--- src/rtl/vga_pkg.sv ---
// Shared VGA definitions: arbiter state encoding, 3-bit RGB colour constants
// and the default screen geometry.
package vga_pkg;

  typedef enum logic [1:0] {
    IDLE   = 2'd0,
    GRANT0 = 2'd1,
    GRANT1 = 2'd2
  } arb_state_e;

  localparam int SCREEN_WIDTH_DEF  = 160;
  localparam int SCREEN_HEIGHT_DEF = 120;

  // Colour is {R, G, B}
  localparam logic [2:0] BLACK   = 3'd0;
  localparam logic [2:0] BLUE    = 3'd1;
  localparam logic [2:0] GREEN   = 3'd2;
  localparam logic [2:0] CYAN    = 3'd3;
  localparam logic [2:0] RED     = 3'd4;
  localparam logic [2:0] MAGENTA = 3'd5;
  localparam logic [2:0] YELLOW  = 3'd6;
  localparam logic [2:0] WHITE   = 3'd7;

endpackage

--- src/rtl/pixel_arbiter.sv ---
// Two-client pixel arbiter feeding a VGA adapter pixel port, with burst-limited
// round-robin, per-client lock and inline bounds check with a drop counter.
//
// state  | meaning
// IDLE   | no client granted, waiting for a valid
// GRANT0 | client 0 owns the pixel port (ready0 high)
// GRANT1 | client 1 owns the pixel port (ready1 high)
module pixel_arbiter
  import vga_pkg::*;
#(
  parameter int SCREEN_WIDTH  = SCREEN_WIDTH_DEF,
  parameter int SCREEN_HEIGHT = SCREEN_HEIGHT_DEF,
  parameter int MAX_BURST     = 16
) (
  input  logic       clk,
  input  logic       resetb,
  input  logic       valid0,
  input  logic       valid1,
  input  logic [7:0] x0,
  input  logic [7:0] x1,
  input  logic [6:0] y0,
  input  logic [6:0] y1,
  input  logic [2:0] colour0,
  input  logic [2:0] colour1,
  input  logic       lock0,
  input  logic       lock1,
  output logic       ready0,
  output logic       ready1,
  output logic [7:0] x,
  output logic [6:0] y,
  output logic [2:0] colour,
  output logic       plot,
  output logic [7:0] drop_cnt
);

  localparam int              BW         = $clog2(MAX_BURST) + 1;
  localparam logic [BW-1:0]   BURST_LAST = BW'(MAX_BURST - 1);
  localparam logic [8:0]      X_LIM      = 9'(SCREEN_WIDTH);
  localparam logic [7:0]      Y_LIM      = 8'(SCREEN_HEIGHT);

  arb_state_e    state_q, state_d;
  logic          last_q, last_d;
  logic [BW-1:0] burst_q, burst_d;
  logic [7:0]    x_q, x_d;
  logic [6:0]    y_q, y_d;
  logic [2:0]    colour_q, colour_d;
  logic          plot_q, plot_d;
  logic [7:0]    drop_q, drop_d;

  logic          xfer0, xfer1, xfer;
  logic [7:0]    win_x;
  logic [6:0]    win_y;
  logic [2:0]    win_colour;
  logic          in_bounds;

  always_ff @(posedge clk) begin
    if (resetb) begin
      state_q <= IDLE;
      last_q  <= 1'b1;
      burst_q <= '0;
    end else begin
      state_q <= state_d;
      last_q  <= last_d;
      burst_q <= burst_d;
    end
  end

  always_comb begin
    state_d = state_q;
    case (state_q)
      IDLE: begin
        if (valid0 && valid1) state_d = last_q ? GRANT0 : GRANT1;
        else if (valid0)      state_d = GRANT0;
        else if (valid1)      state_d = GRANT1;
      end
      GRANT0: begin
        if (!lock0) begin
          if (valid0) begin
            if (burst_q == BURST_LAST && valid1) state_d = GRANT1;
          end else begin
            state_d = valid1 ? GRANT1 : IDLE;
          end
        end
      end
      GRANT1: begin
        if (!lock1) begin
          if (valid1) begin
            if (burst_q == BURST_LAST && valid0) state_d = GRANT0;
          end else begin
            state_d = valid0 ? GRANT0 : IDLE;
          end
        end
      end
      default: state_d = IDLE;
    endcase
  end

  always_comb begin
    ready0 = (state_q == GRANT0);
    ready1 = (state_q == GRANT1);
  end

  always_comb begin
    last_d = last_q;
    if (state_d == GRANT0) last_d = 1'b0;
    if (state_d == GRANT1) last_d = 1'b1;

    // Under lock the counter parks at the limit so release switches on the next transfer
    burst_d = burst_q;
    if (state_d != state_q)               burst_d = '0;
    else if (xfer && burst_q != BURST_LAST) burst_d = burst_q + BW'(1);
  end

  always_comb begin
    xfer0      = valid0 && ready0;
    xfer1      = valid1 && ready1;
    xfer       = xfer0 || xfer1;
    win_x      = xfer1 ? x1 : x0;
    win_y      = xfer1 ? y1 : y0;
    win_colour = xfer1 ? colour1 : colour0;
    in_bounds  = ({1'b0, win_x} < X_LIM) && ({1'b0, win_y} < Y_LIM);

    x_d      = x_q;
    y_d      = y_q;
    colour_d = colour_q;
    plot_d   = 1'b0;
    drop_d   = drop_q;
    if (xfer) begin
      if (in_bounds) begin
        x_d      = win_x;
        y_d      = win_y;
        colour_d = win_colour;
        plot_d   = 1'b1;
      end else if (drop_q != 8'hFF) begin
        drop_d = drop_q + 8'd1;
      end
    end
  end

  always_ff @(posedge clk) begin
    if (resetb) begin
      x_q      <= '0;
      y_q      <= '0;
      colour_q <= '0;
      plot_q   <= 1'b0;
      drop_q   <= '0;
    end else begin
      x_q      <= x_d;
      y_q      <= y_d;
      colour_q <= colour_d;
      plot_q   <= plot_d;
      drop_q   <= drop_d;
    end
  end

  assign x        = x_q;
  assign y        = y_q;
  assign colour   = colour_q;
  assign plot     = plot_q;
  assign drop_cnt = drop_q;

endmodule

--- config.mk ---
export PLATFORM = sky130hd
export DESIGN_NAME = pixel_arbiter
export DESIGN_NICKNAME = d
export VERILOG_FILES = /design/src/rtl/vga_pkg.sv /design/src/rtl/pixel_arbiter.sv
export SDC_FILE = /design/constraint.sdc
export NUM_CORES = 1
export LEC_CHECK = 0
export CORE_ASPECT_RATIO = 0.7
export CORE_MARGIN = 2
export CORE_UTILIZATION = 46
export DETAILED_ROUTE_END_ITERATION = 16
export PLACE_DENSITY = 0.94
export SYNTH_ARGS = -nofsm -noshare
export SYNTH_HDL_FRONTEND = slang
export SYNTH_SLANG_ARGS = --single-unit
export TNS_END_PERCENT = 50
--- constraint.sdc ---
create_clock -name clk -period 3.5 [get_ports clk]
set_input_delay 0.7 -clock clk [delete_from_list [all_inputs] [get_ports clk]]
set_output_delay 0.7 -clock clk [all_outputs]
set_load 0.01 [all_outputs]
==> results of run 1 <==
placed cells by master (no fill, tap or decap), drive strengths merged, types with 3 or more instances in the layout:
cell type and count:
nand2 18, buf 3, dfxtp 35, a311oi 11
clkbuf 7, o21ai 7, nand3 17, or4 3
clkdlybuf4s50 70, ha 3, inv 4, nand4 6
a21oi 6, nor2 31, a211oi 8, nor2b 6
xor2 4, mux2i 9
worst reg2reg max path: cells and delay by family, from the launching register on:
kind	cells	cell delay (ns)
AOI/OAI and AO/OA	2	0.43
buffers and inverters	1	0.34
DFF	1	0.58
and+or+nand+nor	3	0.77
area by class of cell:
type,count,area share
timing repair buffer,73,0.280
tap,50,0.0242
clock inverter,1,0.00291
multi-input combinational,150,0.378
clock buffer,7,0.0373
sequential,35,0.271
inverter,4,0.00581
stage by stage:
stage	hold WS, ns	total power, mW	cells	area [sq um]	utilization
2_1_floorplan	0.454	0.554	202	1770	-
3_3_place_gp	0.469	0.654	312	2480	0.688
5_1_grt	0.525	1.02	320	2580	0.717
3_5_place_dp	0.479	0.659	312	2480	0.688
6_report	0.498	0.972	320	2580	0.717
4_1_cts	0.495	0.979	320	2580	0.717
cells in the mapped netlist:
| cell type | count | area, sq um |
|---|---|---|
| nor2_1 | 31 | 116 |
| nand3_1 | 16 | 80.1 |
| or4_1 | 3 | 22.5 |
| inv_1 | 4 | 15.0 |
| ha_1 | 3 | 37.5 |
| xor2_1 | 4 | 35.0 |
| nand2_1 | 18 | 67.6 |
| a31oi_1 | 1 | 6.26 |
| nand4_1 | 5 | 31.3 |
| o31ai_1 | 2 | 15.0 |
| mux2_2 | 1 | 11.3 |
| buf_2 | 2 | 10.0 |
| a22oi_1 | 1 | 7.51 |
| a211o_1 | 1 | 8.76 |
| a21o_1 | 2 | 15.0 |
| nand3_2 | 1 | 10.0 |
| o2111ai_1 | 1 | 8.76 |
| clkbuf_1 | 5 | 18.8 |
| nand4_4 | 1 | 21.3 |
| a2bb2oi_2 | 1 | 15.0 |
| a211oi_1 | 8 | 60.1 |
| and3_1 | 1 | 6.26 |
| o21ai_0 | 7 | 35.0 |
| mux2i_1 | 9 | 90.1 |
| buf_4 | 4 | 30.0 |
| nor2b_1 | 6 | 37.5 |
| a21oi_1 | 6 | 30.0 |
| nand3b_4 | 2 | 40.0 |
| nor3_1 | 1 | 5.00 |
| or3_1 | 1 | 6.26 |
| a22oi_4 | 1 | 21.3 |
| buf_1 | 1 | 3.75 |
| xnor2_1 | 1 | 8.76 |
| o221ai_1 | 1 | 8.76 |
| a21boi_0 | 1 | 7.51 |
| a311oi_1 | 11 | 96.3 |
| dfxtp_1 | 35 | 701 |
| nand2b_1 | 1 | 6.26 |
| buf_6 | 1 | 11.3 |
| and2b_2 | 1 | 8.76 |
flip-flops by register name, indices dropped and copies added (netlist names):
signal and cells:
state_q 2, last_q 1, plot 1, colour 3
drop_cnt 8, x 8, burst_q 5, y 7
metal layers:
| layer | GRT usage | vias up | share of wire |
|---|---|---|---|
| li1 | - | 869 | - |
| met1 | 0.245 | 790 | 0.43 |
| met2 | 0.344 | 69 | 0.46 |
| met3 | 0.0893 | 4 | 0.10 |
| met4 | 0.0551 | 0 | 0.0062 |
| met5 | 0 | - | 0 |
how the worst max path moves through the flow:
| stage | startpoint | to | slack, ns | cells after the start |
|---|---|---|---|---|
| 6_report | valid1 | drop_cnt[7] | 0.94 | 6 |
| 2_1_floorplan | valid1 | drop_cnt[7] | 1.49 | 7 |
| 5_1_grt | valid1 | drop_cnt[7] | 0.79 | 6 |
| 3_3_place_gp | valid1 | drop_cnt[5] | 0.77 | 6 |
| 4_1_cts | valid1 | drop_cnt[7] | 0.93 | 6 |
| 3_5_place_dp | valid1 | drop_cnt[5] | 0.66 | 6 |
power groups by stage:
stage	clock network, mW	logic [mW]	registers [mW]
finish	0.322	0.210	0.440
CTS	0.329	0.211	0.440
detailed placement	0	0.210	0.449
global placement	0	0.206	0.448
floorplan	0	0.102	0.452
global route	0.346	0.229	0.444
cells by family (layout without fill, tap and decap cells):
group,Yosys count,after routing
adder cells (fa/ha/maj),3,3
AO/OA/AOI/OAI,44,44
XOR/XNOR,5,5
flip-flops,35,35
AND/OR/NAND/NOR,88,88
buffers and inverters,17,85
multiplexers,10,10
==> reports/metrics.csv, run 1 <==
stage,metric,value,unit
layout,syn_to_final_growth,46.2,%
clock_tree,post_cts_buffers,0,
sta,fin_setup_tns,0,ns
setup_path,path_cells,"clkdlybuf4s50_1, nand3b_4, nand3_1, nand3_2, or4_1, a21oi_1",
logic_synthesis,synth_compound_area_frac,0.190,
die,initial_core_util,0.490,
drt,wire_per_inst,13.7,um
setup_path,path_max_fanout,22,
power_and_ir_drop,p_comb_frac,0.216,
logic_synthesis,ys_seq_elements,35,
sta,hold_viol_final,0,
placement,gp_congestion,0.830,
setup_path,worstPathRequired,3.71,ns
logic_synthesis,syn_area_per_cell,8.75,sq um
logic_synthesis,synthSimpleGateAreaFrac,0.260,
setup_path,crit_type,input port to register,
clock_tree,cts_hold_buf,0,
grt,grt_usage,0.207,
grt,gr-total-overflow,0,
drt,ant_nets,0,
drt,wl,4370,um
setup_path,critical_path.max_stage_delay,0.54,ns
layout,antenna_cells,0,
drt,vias,1732,
sta,finalMaxSlewViolations,0,
logic_synthesis,postSynthCellCount,202,
grt,grt_pass1_vias,1620,
clock_tree,clk_latency,0.28,ns
layout,layout-drive-gt1-share,0.0704,
power_and_ir_drop,seq_power_share,0.453,
power_and_ir_drop,ir_worst_vdd,270,uV
grt,grt_max_degree,38,
grt,grt_first_pass_wirelength,7170,um
die,die_area,4360,sq um
logic_synthesis,yosysWarnings,0,
setup_path,r2r_slack,1.27,ns
setup_path,cp_top_family,simple AND/OR/NAND/NOR gates,
clock_tree,clkTransAtPathRegs,0.07,ns
clock_tree,cts.sinks,35,
drt,drt_iter0_drc,48,
logic_synthesis,synth_top_family_by_area,simple AND/OR/NAND/NOR gates,
setup_path,end_kind,register,
sta,finalWorstSetupSlack,0.941,ns
die,core,3600,sq um
logic_synthesis,synthAdderAreaFrac,0.0212,
setup_path,reg2reg_depth,6,
clock_tree,htreeDepth,2,
placement,hpwl,3340,um
worst_hold_path,min_path_type,register to register,
worst_hold_path,hold_depth,1,
placement,io_buffers,70,
logic_synthesis,ys_types,40,
power_and_ir_drop,clockPowerShare,0.331,
setup_path,crit_arrival,2.77,ns
die,die_y,55.9,um
sta,skew,0.00443,ns
setup_path,rr_endpoint,y[2],
sta,slew_headroom,0.559,
layout,nNetsFinal,314,
logic_synthesis,synth_xor_area_frac,0.0248,
layout,fill_cells,284,
sta,min_period_over_period,0.731,
logic_synthesis,muxShareOfSynthArea,0.0574,
power_and_ir_drop,switching_power,0.255,mW
power_and_ir_drop,switching_share,0.262,
sta,worstMarginPinSlew,0.660,ns
setup_path,cp-start-kind,input port,
run,maxCapViolations,0,
drt,firstDrtPassIters,4,
die,die_x,78.1,um
power_and_ir_drop,power_leakage,0.979,nW
layout,multiInputGateArea,977,sq um
die,io_pins,71,
sta,setup_viol,0,
clock_tree,clock_path_buffers,2,
clock_tree,cts_inserted_buffers,5,
worst_hold_path,hold_start,last_q,
setup_path,cp.buffers_inverters,1,
power_and_ir_drop,p_int,0.717,mW
setup_path,rr_startpoint,state_q[0],
run_status,status,finished clean,
sta,period_needed,2.56,ns
drt,vias_per_cell,5.41,
setup_path,critPathSlowestCell,or4_1,
drt,drc_errors,0,
placement,place_ws,0.661,ns
clock_tree,cts_tree,yes,
clock_tree,root_buffer,clkbuf_8,
sta,rsz0062_at_grt,false,
layout,regArea,701,sq um
worst_hold_path,worst_hold_path.endpoint,last_q,
clock_tree,postCtsResizedCells,0,
sta,clock.fmax,0.391,GHz
power_and_ir_drop,cellPowerDensity,376,nW/um^2
logic_synthesis,ys_seq_area_frac,0.397,
grt,antenna_found_initial,0,
logic_synthesis,syn_area,1770,sq um
logic_synthesis,syn-num-nets,247,
die,rows,18,
(Power assumes the default switching activity.)
==> run 2: changes to the inputs <==
--- a/config.mk
+++ b/config.mk
@@ -7,9 +7,9 @@
 export LEC_CHECK = 0
 export CORE_ASPECT_RATIO = 0.7
 export CORE_MARGIN = 2
-export CORE_UTILIZATION = 46
+export CORE_UTILIZATION = 39
 export DETAILED_ROUTE_END_ITERATION = 16
-export PLACE_DENSITY = 0.94
+export PLACE_DENSITY = 0.86
 export SYNTH_ARGS = -nofsm -noshare
 export SYNTH_HDL_FRONTEND = slang
 export SYNTH_SLANG_ARGS = --single-unit
==> constraint.sdc (replaced) <==
create_clock -name clk -period 2.2 [get_ports clk]
set_input_delay 0.44 -clock clk [delete_from_list [all_inputs] [get_ports clk]]
set_output_delay 0.44 -clock clk [all_outputs]
set_load 0.01 [all_outputs]
==> run 2 against run 1 <==
Compared with the run above: clock power increased by 58%; critical path depth decreased by 4; count of clock-buffer cells in the layout increased by 1; combinational power increased by 75%; via count increased by 0.64%; routed wire length increased by 5.6%; first-iteration DRC count increased by 38%; sequential power increased by 57%; cell area increased by 3.5%; global-route usage decreased by 2.2 points; critical path type is now register to primary output; critical endpoint is now ready1; largest power group unchanged.
==> reports/metrics.csv, run 2 (synthesis results as in run 1) <==
stage,metric,value,unit,change
run_status,status,finished clean,,unchanged
clock_tree,cts_inserted_buffers,5,,unchanged
drt,wl,4620,um,was 4370 um
die,core,4350,sq um,was 3600 sq um
setup_path,crit_type,register to primary output,,was input port to register
die,die_y,60.3,um,was 55.9 um
die,die_area,5090,sq um,was 4360 sq um
setup_path,worstPathRequired,1.76,ns,was 3.71 ns
clock_tree,cts_hold_buf,0,,unchanged
setup_path,path_cells,"and2b_2, clkdlybuf4s50_1",,"was clkdlybuf4s50_1, nand3b_4, nand3_1, nand3_2, or4_1, a21oi_1"
drt,drt_iter0_drc,66,,was 48
clock_tree,clock_path_buffers,2,,unchanged
layout,final_common_cell,clkdlybuf4s50_1,,unchanged
setup_path,cp_top_family,buffers and inverters,,was simple AND/OR/NAND/NOR gates
layout,fin_util,0.614,,was 0.717
placement,dp_cells,327,,was 312
layout,regArea,701,sq um,unchanged
die,initial_core_util,0.406,,was 0.490
sta,hold_viol_final,0,,unchanged
clock_tree,htreeDepth,2,,unchanged
grt,grt_first_pass_wirelength,7500,um,was 7170 um
placement,io_buffers,70,,unchanged
drt,highest_layer,met3,,was met4
setup_path,critPathSlowestCell,clkdlybuf4s50_1,,was or4_1
die,io_pins,71,,unchanged
sta,worstMarginPinSlew,0.421,ns,was 0.660 ns
drt,ant_nets,0,,unchanged
drt,vias,1743,,was 1732
drt,vias_per_cell,5.20,,was 5.41
clock_tree,clkTransAtPathRegs,0.07,ns,about the same
power_and_ir_drop,power_leakage,1.03,nW,was 0.979 nW
setup_path,end_kind,primary output,,was register
drt,firstDrtPassIters,4,,unchanged
drt,wire_per_inst,13.8,um,was 13.7 um
layout,final_cells,335,,was 320
power_and_ir_drop,ir_worst_vdd,339,uV,was 270 uV
setup_path,path_depth,2,,was 6
sta,finalMaxSlewViolations,0,,unchanged
setup_path,path_max_fanout,14,,was 22
setup_path,critical_path.max_stage_delay,0.60,ns,was 0.54 ns
sta,period_needed,2.04,ns,
sta,clock.fmax,0.491,GHz,
layout,final_cell_mix,"70 x clkdlybuf4s50_1, 35 x dfxtp_1, 31 x nor2_1, 18 x nand2_1, 16 x nand3_1",,unchanged
clock_tree,post_cts_buffers,0,,unchanged
setup_path,crit_arrival,1.60,ns,was 2.77 ns
grt,grt_max_degree,29,,was 38
run,maxCapViolations,0,,unchanged
sta,finalWorstSetupSlack,0.162,ns,was 0.941 ns
grt,gr-total-overflow,0,,unchanged
worst_hold_path,hold_depth,2,,was 1
placement,place_ws,-0.0618,ns,was 0.661 ns
clock_tree,cts.sinks,35,,unchanged
sta,slew_headroom,0.716,,was 0.559
clock_tree,cts_tree,yes,,unchanged
grt,antenna_found_initial,0,,unchanged
drt,wl_met3,309,um,was 459 um
clock_tree,postCtsResizedCells,0,,unchanged
sta,setup_viol,0,,unchanged
drt,dr_wl_met2,2210,um,was 2030 um
setup_path,reg2reg_depth,7,,was 6
placement,gp_congestion,0.812,,was 0.830
setup_path,cp-start-kind,register,,was input port
drt,drc_errors,0,,unchanged
grt,grt_pass1_vias,1624,,was 1620
layout,layout-drive-gt1-share,0.100,,was 0.0704
layout,design_area,2670,sq um,was 2580 sq um
layout,nNetsFinal,324,,was 314
layout,fill_cells,371,,was 284
grt,grt_usage,0.185,,was 0.207
setup_path,cp.buffers_inverters,1,,unchanged
layout,syn_to_final_growth,51.3,%,was 46.2%
placement,place_area,2570,sq um,was 2480 sq um
drt,wl_met1,2100,um,was 1860 um
placement,hpwl,3550,um,was 3340 um
clock_tree,root_buffer,clkbuf_8,,unchanged
power_and_ir_drop,cellPowerDensity,587,nW/um^2,was 376 nW/um^2
layout,antenna_cells,0,,unchanged
worst_hold_path,min_path_type,register to register,,unchanged
sta,skew,0.00467,ns,was 0.00443 ns
layout,multiInputGateArea,977,sq um,unchanged
clock_tree,clk_latency,0.29,ns,was 0.28 ns
die,rows,20,,was 18
sta,rsz0062_at_grt,false,,unchanged
sta,min_period_over_period,0.926,,
die,die_x,84.4,um,was 78.1 um
run 2: tightest hold or removal path, stage by stage, from the launching register on:
cell and delay (ns):
dfxtp_1 0.31, nor2_1 0.09, a311oi_1 0.05
run 2: per-layer routing:
metal / up-vias / track usage
li1: 888 / -
met1: 798 / 0.230
met2: 57 / 0.320
met3: 0 / 0.0552
met4: 0 / 0.0544
met5: - / 0
run 2: path summary, 6_finish.rpt:
kind / endpoint / startpoint / slack (ns)
setup / recovery: ready1 / state_q[0] / 0.16
hold / removal: colour[1] / colour[1] / 0.50
setup reg to reg: last_q / burst_q[0] / 0.32
hold reg to reg: colour[1] / colour[1] / 0.50
run 2: final cells by class:
cell class	count	share of cell area
multi-input combinational	150	0.366
timing repair buffer	83	0.303
sequential	35	0.262
clock buffer	8	0.0375
tap	55	0.0257
inverter	4	0.00562
run 2: report_power, final:
group,switching [mW],internal [mW],total (mW)
registers,0.0208,0.671,0.691
clock network,0.224,0.286,0.509
logic,0.162,0.205,0.367
total,0.406,1.16,1.57
run 2: stage by stage:
stage | total power, mW | hold WS [ns] | setup TNS (ns)
2_1_floorplan | 0.881 | 0.454 | 0
3_3_place_gp | 1.06 | 0.475 | 0
3_5_place_dp | 1.07 | 0.490 | -0.0774
4_1_cts | 1.58 | 0.500 | 0
5_1_grt | 1.64 | 0.527 | 0
6_report | 1.57 | 0.501 | 0
==> run 3: changes to the inputs <==
==> constraint.sdc (replaced) <==
create_clock -name clk -period 2.2 [get_ports clk]
set_input_delay 0.33 -clock clk [delete_from_list [all_inputs] [get_ports clk]]
set_output_delay 0.33 -clock clk [all_outputs]
set_load 0.01 [all_outputs]
==> run 3 against run 2 <==
Compared with the run above: cell area is 2.1% lower; critical path type unchanged; total power is 5.0% lower; sequential share of layout area is 0.55 points higher; clock power is 14% lower; clock skew is 0.0021 ns lower.
==> reports/metrics.csv, run 3 (synthesis results as in run 1) <==
stage,metric,value,unit,change
sta,rsz0062_at_grt,false,,unchanged
power_and_ir_drop,ir_worst_vdd,374,uV,was 339 uV
sta,min_period_over_period,0.925,,was 0.926
sta,period_needed,2.04,ns,about the same
sta,finalMaxSlewViolations,0,,unchanged
sta,setup_viol,0,,unchanged
setup_path,path_cells,"and2b_4, clkdlybuf4s50_1",,"was and2b_2, clkdlybuf4s50_1"
setup_path,critical_path.max_stage_delay,0.58,ns,was 0.60 ns
placement,place_ws,0.0462,ns,was -0.0618 ns
layout,final_cell_mix,"70 x clkdlybuf4s50_1, 35 x dfxtp_1, 31 x nor2_1, 18 x nand2_1, 16 x nand3_1",,unchanged
grt,grt_usage,0.180,,was 0.185
grt,antenna_found_initial,0,,unchanged
die,io_pins,71,,unchanged
worst_hold_path,hold_depth,1,,was 2
setup_path,crit_type,register to primary output,,unchanged
placement,place_area,2530,sq um,was 2570 sq um
grt,grt_max_degree,38,,was 29
setup_path,path_max_fanout,14,,unchanged
layout,final_common_cell,clkdlybuf4s50_1,,unchanged
drt,wire_per_inst,13.6,um,was 13.8 um
sta,clock.fmax,0.491,GHz,about the same
run,maxCapViolations,0,,unchanged
setup_path,worstPathRequired,1.87,ns,was 1.76 ns
clock_tree,clkTransAtPathRegs,0.07,ns,about the same
die,core,4350,sq um,unchanged
layout,antenna_cells,0,,unchanged
setup_path,crit_arrival,1.71,ns,was 1.60 ns
layout,design_area,2620,sq um,was 2670 sq um
worst_hold_path,min_path_type,register to register,,unchanged
die,initial_core_util,0.406,,unchanged
sta,fin_setup_tns,0,ns,unchanged
clock_tree,post_cts_buffers,0,,unchanged
power_and_ir_drop,power_leakage,0.996,nW,was 1.03 nW
placement,gp_congestion,0.832,,was 0.812
layout,layout-drive-gt1-share,0.0800,,was 0.100
clock_tree,htreeDepth,2,,unchanged
setup_path,rr_startpoint,burst_q[0],,unchanged
grt,grt_pass1_vias,1607,,was 1624
die,rows,20,,unchanged
grt,grt_first_pass_wirelength,7180,um,was 7500 um
drt,drc_errors,0,,unchanged
die,die_area,5090,sq um,unchanged
sta,worstMarginPinSlew,0.364,ns,was 0.421 ns
drt,firstDrtPassIters,4,,unchanged
setup_path,end_kind,primary output,,unchanged
power_and_ir_drop,p_total,1.49,mW,was 1.57 mW
drt,ant_nets,0,,unchanged
drt,wl,4490,um,was 4620 um
setup_path,rr_endpoint,last_q,,unchanged
grt,gr-total-overflow,0,,unchanged
sta,finalWorstSetupSlack,0.165,ns,was 0.162 ns
placement,hpwl,3350,um,was 3550 um
drt,vias,1738,,was 1743
sta,slew_headroom,0.755,,was 0.716
setup_path,critPathSlowestCell,clkdlybuf4s50_1,,unchanged
die,die_y,60.3,um,unchanged
setup_path,cp-start-kind,register,,unchanged
layout,nNetsFinal,319,,was 324
drt,drt_iter0_drc,64,,was 66
run_status,status,finished clean,,unchanged
clock_tree,cts.sinks,35,,unchanged
clock_tree,root_buffer,clkbuf_8,,unchanged
sta,skew,0.00256,ns,was 0.00467 ns
setup_path,r2r_slack,0.34,ns,was 0.32 ns
layout,syn_to_final_growth,48.2,%,was 51.3%
power_and_ir_drop,cellPowerDensity,569,nW/um^2,was 587 nW/um^2
worst_hold_path,worst_hold_path.endpoint,last_q,,was colour[1]
clock_tree,clock_path_buffers,2,,unchanged
drt,vias_per_cell,5.27,,was 5.20
setup_path,reg2reg_depth,8,,was 7
die,die_x,84.4,um,unchanged
clock_tree,clk_latency,0.28,ns,was 0.29 ns
clock_tree,cts_inserted_buffers,5,,unchanged
worst_hold_path,hold_start,last_q,,was colour[1]
clock_tree,cts_tree,yes,,unchanged
sta,hold_viol_final,0,,unchanged
placement,io_buffers,70,,unchanged
[run 3: repair_timing]
action	CTS	global route
resized for setup	0	1
endpoints found under the setup margin	0	1
hold buffers	0	0
[run 3: per-layer routing]
layer / global-route usage / wire, um
met1: 0.229 / 2120
met2: 0.299 / 2070
met3: 0.0552 / 264
met4: 0.0590 / 36
met5: 0 / 0
[run 3: worst max-delay path: cells and delay by family (launching register included)]
family                 cells  cell delay, ns
buffers and inverters      1            0.58
and+or+nand+nor            1            0.34
DFF                        1            0.50
[run 3: layout make-up]
type / count / area, sq um
repair buffers: 78 / 773
inverters: 4 / 15.0
clock buffers: 7 / 76.3
clock inverters: 1 / 5.00
fillers: 393 / 1740
flip-flops and latches: 35 / 701
multi-input cells: 150 / 978
well taps: 55 / 68.8
[run 3: through the flow]
step	std cells	util	hold slack (ns)
global placement	322	0.582	0.477
floorplan	202	-	0.454
global route	330	0.601	0.515
detailed placement	322	0.582	0.481
finish	330	0.601	0.497
CTS	330	0.601	0.500
[run 3: worst max-delay path by stage]
stage | start | to | slack (ns) | cells past startpoint
final | state_q[1] | ready1 | 0.16 | 2
after global routing | state_q[1] | ready1 | 0.08 | 2
after CTS | state_q[1] | ready1 | 0.08 | 2
after detailed placement | y0[3] | drop_cnt[5] | 0.05 | 6
after global placement | y0[6] | drop_cnt[5] | 0.1 | 6
after floorplan | drop_cnt[0] | drop_cnt[7] | 0.47 | 7
[run 3: where the power goes]
part	switching, mW	leakage, nW	internal (mW)	total (mW)
clock	0.218	0.0422	0.222	0.440
combinational	0.157	0.670	0.199	0.355
sequential	0.0236	0.284	0.671	0.694
